==> config.mk <==
export PLATFORM = sky130hd
export DESIGN_NAME = fdtd_mem_word_rd
export DESIGN_NICKNAME = d
export VERILOG_FILES = /design/src/rtl/fdtd_axi_pkg.sv /design/src/rtl/fdtd_mem_word_rd.sv
export SDC_FILE = /design/constraint.sdc
export NUM_CORES = 1
export LEC_CHECK = 0
export CAP_MARGIN = 20
export CORE_MARGIN = 3
export CORE_UTILIZATION = 31
export CTS_BUF_LIST = sky130_fd_sc_hd__clkbuf_4 sky130_fd_sc_hd__clkbuf_8 sky130_fd_sc_hd__clkbuf_16
export DETAILED_ROUTE_END_ITERATION = 7
export PLACE_DENSITY = 0.77
export SLEW_MARGIN = 30
export SYNTH_ARGS = -nofsm -noshare
export SYNTH_HDL_FRONTEND = slang
export SYNTH_SLANG_ARGS = --single-unit
==> constraint.sdc <==
create_clock -name ACLK -period 1.45 [get_ports ACLK]
set_clock_uncertainty 0.05 [all_clocks]
set_input_delay 0.29 -clock ACLK [delete_from_list [all_inputs] [get_ports ACLK]]
set_output_delay 0.29 -clock ACLK [all_outputs]
set_load 0.02 [all_outputs]
==> src/rtl/fdtd_axi_pkg.sv <==
// rtl/fdtd_axi_pkg.sv - shared AXI4 encodings for the FDTD memory ports
package fdtd_axi_pkg;

    localparam logic [1:0] RESP_OKAY   = 2'b00;
    localparam logic [1:0] RESP_EXOKAY = 2'b01;
    localparam logic [1:0] RESP_SLVERR = 2'b10;
    localparam logic [1:0] RESP_DECERR = 2'b11;

    localparam logic [1:0] BURST_INCR  = 2'b01;

    // 4-byte transfers: every access is one full 32-bit word
    localparam logic [2:0] SIZE_WORD   = 3'd2;

    // SLVERR and DECERR are the two failing responses (MSB set)
    function automatic logic resp_is_err(input logic [1:0] resp);
        return (resp == RESP_SLVERR) || (resp == RESP_DECERR);
    endfunction

endpackage

==> src/rtl/fdtd_mem_word_rd.sv <==
// rtl/fdtd_mem_word_rd.sv - single-word AXI4 read master (sticky error flag under FDTD_MEM_RD_ERR_EN)
module fdtd_mem_word_rd
    import fdtd_axi_pkg::*;
#(
    parameter int AXI4_ADDR_WIDTH = 32,
    parameter int AXI4_DATA_WIDTH = 32,
    parameter int AXI4_ID_WIDTH   = 16,
    parameter int AXI4_USER_WIDTH = 10
) (
    input  logic                         ACLK,
    input  logic                         ARESET,

    output logic [AXI4_ID_WIDTH-1:0]     ARID_o,
    output logic [AXI4_ADDR_WIDTH-1:0]   ARADDR_o,
    output logic [7:0]                   ARLEN_o,
    output logic [2:0]                   ARSIZE_o,
    output logic [1:0]                   ARBURST_o,
    output logic                         ARLOCK_o,
    output logic [3:0]                   ARCACHE_o,
    output logic [2:0]                   ARPROT_o,
    output logic [3:0]                   ARREGION_o,
    output logic [AXI4_USER_WIDTH-1:0]   ARUSER_o,
    output logic [3:0]                   ARQOS_o,
    output logic                         ARVALID_o,
    input  logic                         ARREADY_i,

    input  logic [AXI4_ID_WIDTH-1:0]     RID_i,
    input  logic [AXI4_DATA_WIDTH-1:0]   RDATA_i,
    input  logic [1:0]                   RRESP_i,
    input  logic                         RLAST_i,
    input  logic [AXI4_USER_WIDTH-1:0]   RUSER_i,
    input  logic                         RVALID_i,
    output logic                         RREADY_o,

    input  logic                         rd_req_i,
    input  logic [AXI4_ADDR_WIDTH-3:0]   rd_word_addr_i,
    output logic                         rd_gnt_o,
    output logic [AXI4_DATA_WIDTH-1:0]   rd_rdata_o,
    output logic                         rd_err_o,
    input  logic                         rd_err_clr_i
);

    typedef enum logic [1:0] {
        RS_IDLE = 2'd0,
        RS_AR   = 2'd1,
        RS_R    = 2'd2,
        RS_DONE = 2'd3
    } rd_state_e;

    rd_state_e                  state_q, state_d;
    logic                       arvalid_q, arvalid_d;
    logic                       rready_q, rready_d;
    logic [AXI4_ADDR_WIDTH-3:0] addr_q, addr_d;
    logic [AXI4_DATA_WIDTH-1:0] rdata_q, rdata_d;

    // a beat is taken whenever the slave presents data while we wait in RS_R
    logic beat_fire;
    assign beat_fire = (state_q == RS_R) && RVALID_i;

    // state and handshake registers; reset abandons any in-flight transfer
    always_ff @(posedge ACLK) begin
        if (ARESET) begin
            state_q   <= RS_IDLE;
            arvalid_q <= 1'b0;
            rready_q  <= 1'b0;
            addr_q    <= '0;
            rdata_q   <= '0;
        end else begin
            state_q   <= state_d;
            arvalid_q <= arvalid_d;
            rready_q  <= rready_d;
            addr_q    <= addr_d;
            rdata_q   <= rdata_d;
        end
    end

    // next-state logic: AR handshake, then R beats until RLAST, then grant
    always_comb begin
        state_d   = state_q;
        arvalid_d = arvalid_q;
        rready_d  = rready_q;
        addr_d    = addr_q;
        rdata_d   = rdata_q;
        case (state_q)
            RS_IDLE: begin
                if (rd_req_i) begin
                    addr_d    = rd_word_addr_i;
                    arvalid_d = 1'b1;
                    state_d   = RS_AR;
                end
            end
            RS_AR: begin
                if (ARREADY_i) begin
                    arvalid_d = 1'b0;
                    rready_d  = 1'b1;
                    state_d   = RS_R;
                end
            end
            RS_R: begin
                // a misbehaving slave may send extra beats; keep the last one
                if (RVALID_i) begin
                    rdata_d = RDATA_i;
                    if (RLAST_i) begin
                        rready_d = 1'b0;
                        state_d  = RS_DONE;
                    end
                end
            end
            RS_DONE: begin
                state_d = RS_IDLE;
            end
            default: begin
                state_d   = RS_IDLE;
                arvalid_d = 1'b0;
                rready_d  = 1'b0;
            end
        endcase
    end

`ifdef FDTD_MEM_RD_ERR_EN
    logic err_q;

    // sticky error: a failing beat wins over a same-cycle clear
    always_ff @(posedge ACLK) begin
        if (ARESET) begin
            err_q <= 1'b0;
        end else if (beat_fire && resp_is_err(RRESP_i)) begin
            err_q <= 1'b1;
        end else if (rd_err_clr_i) begin
            err_q <= 1'b0;
        end
    end

    assign rd_err_o = err_q;

    logic unused_inputs;
    assign unused_inputs = ^{RID_i, RUSER_i};
`else
    assign rd_err_o = 1'b0;

    logic unused_inputs;
    assign unused_inputs = ^{RID_i, RUSER_i, RRESP_i, rd_err_clr_i, beat_fire};
`endif

    assign ARID_o     = '0;
    assign ARADDR_o   = {addr_q, 2'b00};
    assign ARLEN_o    = 8'd0;
    assign ARSIZE_o   = SIZE_WORD;
    assign ARBURST_o  = BURST_INCR;
    assign ARLOCK_o   = 1'b0;
    assign ARCACHE_o  = 4'd0;
    assign ARPROT_o   = 3'd0;
    assign ARREGION_o = 4'd0;
    assign ARUSER_o   = '0;
    assign ARQOS_o    = 4'd0;
    assign ARVALID_o  = arvalid_q;
    assign RREADY_o   = rready_q;

    assign rd_gnt_o   = (state_q == RS_DONE);
    assign rd_rdata_o = rdata_q;

endmodule

==> flow_summary.toml <==
[status]
status = "complete, no violations"

[clock_tree]
clkTransAtPathRegs_ns = 0.07
cts-root-buf = "clkbuf_8"
numCtsBuffers = 9
insertion_delay_ns = 0.33
cts.path.max_buffers = 2
h-tree-depth = 3
cts_tree = "done"
postCtsHoldBufs = 0
clock_sinks = 66

[final_layout]
drive_gt1_share_pct = 12.4
nets = 597
n_antenna_cell = 0
syn_to_final_growth_pct = 49.0
final_area_um2 = 4380

[sta]
timing.final.hold_violations = 0
hold_ws_ns = 0.264
min_period_ns = 1.40
fmax_mhz = 715
min_period_over_period_pct = 96.4
setup_viol = 0
finalSetupTns_ns = 0
maxSlewViolCount = 0
rsz0062_at_grt = "yes"

[critical_path]
path_buf_inv = 2
reg2reg_slack_ns = 0.05
cp_slowest_cell = "dfxtp_2"
worstPathArrival_ns = 1.60
slowest_delay_ns = 0.34
critPathLaunchType = "flop"
r2r-start = "state_q[0]$_SDFFE_PP0P_"
crit_family = "buffers and inverters"
criticalPathCategory = "reg -> reg"
critPathCaptureType = "flop"
cp_cell_sequence = "inv_1, ha_4, and2_4, buf_12, nand2_1, a21oi_1"
path_max_fanout = 32
r2r-end = "rd_rdata_o[9]$_SDFFE_PP0P_"
rr_worst_depth = 6
cp-startpoint = "state_q[0]$_SDFFE_PP0P_"
crit_required_ns = 1.65

[floorplan]
core_area_um2 = 8980
io_pins = 220
num_rows = 34
start_util_pct = 32.8
fp.dieW_um = 103
fp.dieH_um = 103
dieArea_um2 = 10700

[route]
antenna_left = 0
viasPerCell = 4.09
num_vias = 2562
totalWireLength_mm = 7.70
drtPass1Iterations = 5
routedWlPerCell_um = 12.3
dr.first_iter.drc_count = 75
drc = 0

[synthesis]
synth_top_family_by_area = "buffers and inverters"
syn-instance-count = 362
yosysSeqAreaShare_pct = 44.9
synth_cell_types = 24
synth-warning-count = 0
synth_compound_area_share_pct = 14.7
synth.area.mux_share_pct = 0.340
synth_top_area_cell = "dfxtp_1"
synthXorXnorAreaFrac_pct = 0
synth_top_cells_by_count = "nand2_1, dfxtp_1, buf_4"
synthArstFlopShare_pct = 0
synth-edff-count = 0
avgSynthCellArea_um2 = 8.12
synth_top_area_share_pct = 44.9
synth_fa_ha_area_share_pct = 1.70
syn_area_um2 = 2940
yosys_most_used_dff = "dfxtp_1"
synth-seq-cells = 66
synthSimpleGateAreaFrac_pct = 18.4
post-synth-top-count-cell = "nand2_1"
ys_top_cells_by_area = "dfxtp_1, nand2_1, buf_4"

[worst_hold_path]
hold_class = "in -> reg"
whs_endpoint = "RREADY_o$_SDFFE_PP0P_"
hold_path_depth = 3
min_from = "ARESET"

[global_route]
grt_max_degree = 33
antenna_found_initial = 0
grt_pass1_vias = 2411
overflow = 0
grt.total_usage_pct = 13.4
grt_pass1_wl_mm = 11.2

[placement]
place_congestion = 0.797
hpwl_mm = 5.64
io_buffer_count = 132
placed_area_um2 = 4180

[flow_run]
drv_cap = 0

[power_and_ir_drop]
power-per-cell-area_nw_per_um2 = 1420
leakagePower_uw = 0.00197
ir_drop_mv = 0.626
-- per-stage QoR --
stage | util (%) | worst slack, ns | std cells | power [uW]
global route | 48.8 | -0.0595 | 627 | 6690
detailed placement | 46.6 | -0.134 | 608 | 4820
CTS | 47.8 | 0.00410 | 624 | 6160
global placement | 46.6 | -0.0873 | 608 | 4750
finish | 48.8 | 0.0515 | 627 | 6240
floorplan | - | 0.0936 | 418 | 3860
-- worst max-delay path by stage --
stage | endpoint | slack, ns | depth (start not counted)
2_1_floorplan | rd_rdata_o[12]$_SDFFE_PP0P_ | 0.09 | 7
3_3_place_gp | state_q[1]$_SDFFE_PP0P_ | -0.09 | 4
3_5_place_dp | state_q[1]$_SDFFE_PP0P_ | -0.13 | 4
4_1_cts | state_q[1]$_SDFFE_PP0P_ | 0.004 | 6
5_1_grt | rd_rdata_o[6]$_SDFFE_PP0P_ | -0.06 | 6
6_report | rd_rdata_o[9]$_SDFFE_PP0P_ | 0.05 | 6
-- state kept, by name, indices dropped and copies added (netlist names) --
name,cells
addr_q,30
ARVALID_o,1
state_q,2
RREADY_o,1
rd_rdata_o,32
-- metal layers --
metal  vias to the layer above  GRT usage, %  wire length [um]
met3                         6          4.96               641
met1                      1160          15.4              3070
met4                         0          4.78                58
met5                         -             0                 0
li1                       1297             -                 -
met2                        99          23.0              3930
-- power breakdown --
part | leakage [uW] | internal (uW) | switching [uW]
Clock | 0.0000992 | 801 | 673
Combinational | 0.00133 | 1060 | 1430
Sequential | 0.000538 | 2120 | 148
Total | 0.00197 | 3990 | 2250
-- placed cells by master, fill, tap and decap left out, types with 2 or more instances in the layout --
cell / instances
buf_4: 7
dfxtp_1: 64
and2_4: 2
dfxtp_2: 2
o21a_1: 2
buf_12: 4
conb_1: 58
clkinv_2: 4
nor2_1: 3
a21oi_2: 18
inv_1: 2
a21oi_1: 45
buf_2: 2
clkbuf_8: 9
ha_4: 2
nand2_2: 2
dlygate4sd2_1: 63
nand2b_1: 3
nand2_1: 127
clkdlybuf4s50_1: 66
-- logic make-up (layout without fill, tap and decap cells) --
group                    after synthesis  after routing
AND/OR/NAND/NOR                      139            139
other                                  2             58
buffers and inverters                 81            164
multiplexers                           1              1
flip-flops                            66             66
adder cells (fa/ha/maj)                4              4
AO/OA/AOI/OAI                         69             69
-- worst register-to-register path, cell delays in order (launching register included) --
cell and delay [ns]:
dfxtp_2 0.34, inv_1 0.18, ha_4 0.21, and2_4 0.16, buf_12 0.17, nand2_1 0.08, a21oi_1 0.13
-- cell type report --
| class | instances | area [um^2] |
|---|---|---|
| clock buffers | 10 | 131 |
| clock inverters | 6 | 57.6 |
| fillers | 890 | 4600 |
| inverters | 3 | 11.3 |
| multi-input cells | 271 | 1300 |
| flip-flops and latches | 66 | 1320 |
| well taps | 126 | 158 |
| repair buffers | 145 | 1400 |
-- what timing repair did --
item	CTS	global route
setup endpoints to repair	93	64
setup buffers	0	2
endpoints found under the hold margin	0	0
resized for setup	71	13
cloned	0	1
Note: power is estimated with default switching activity, not from simulation.
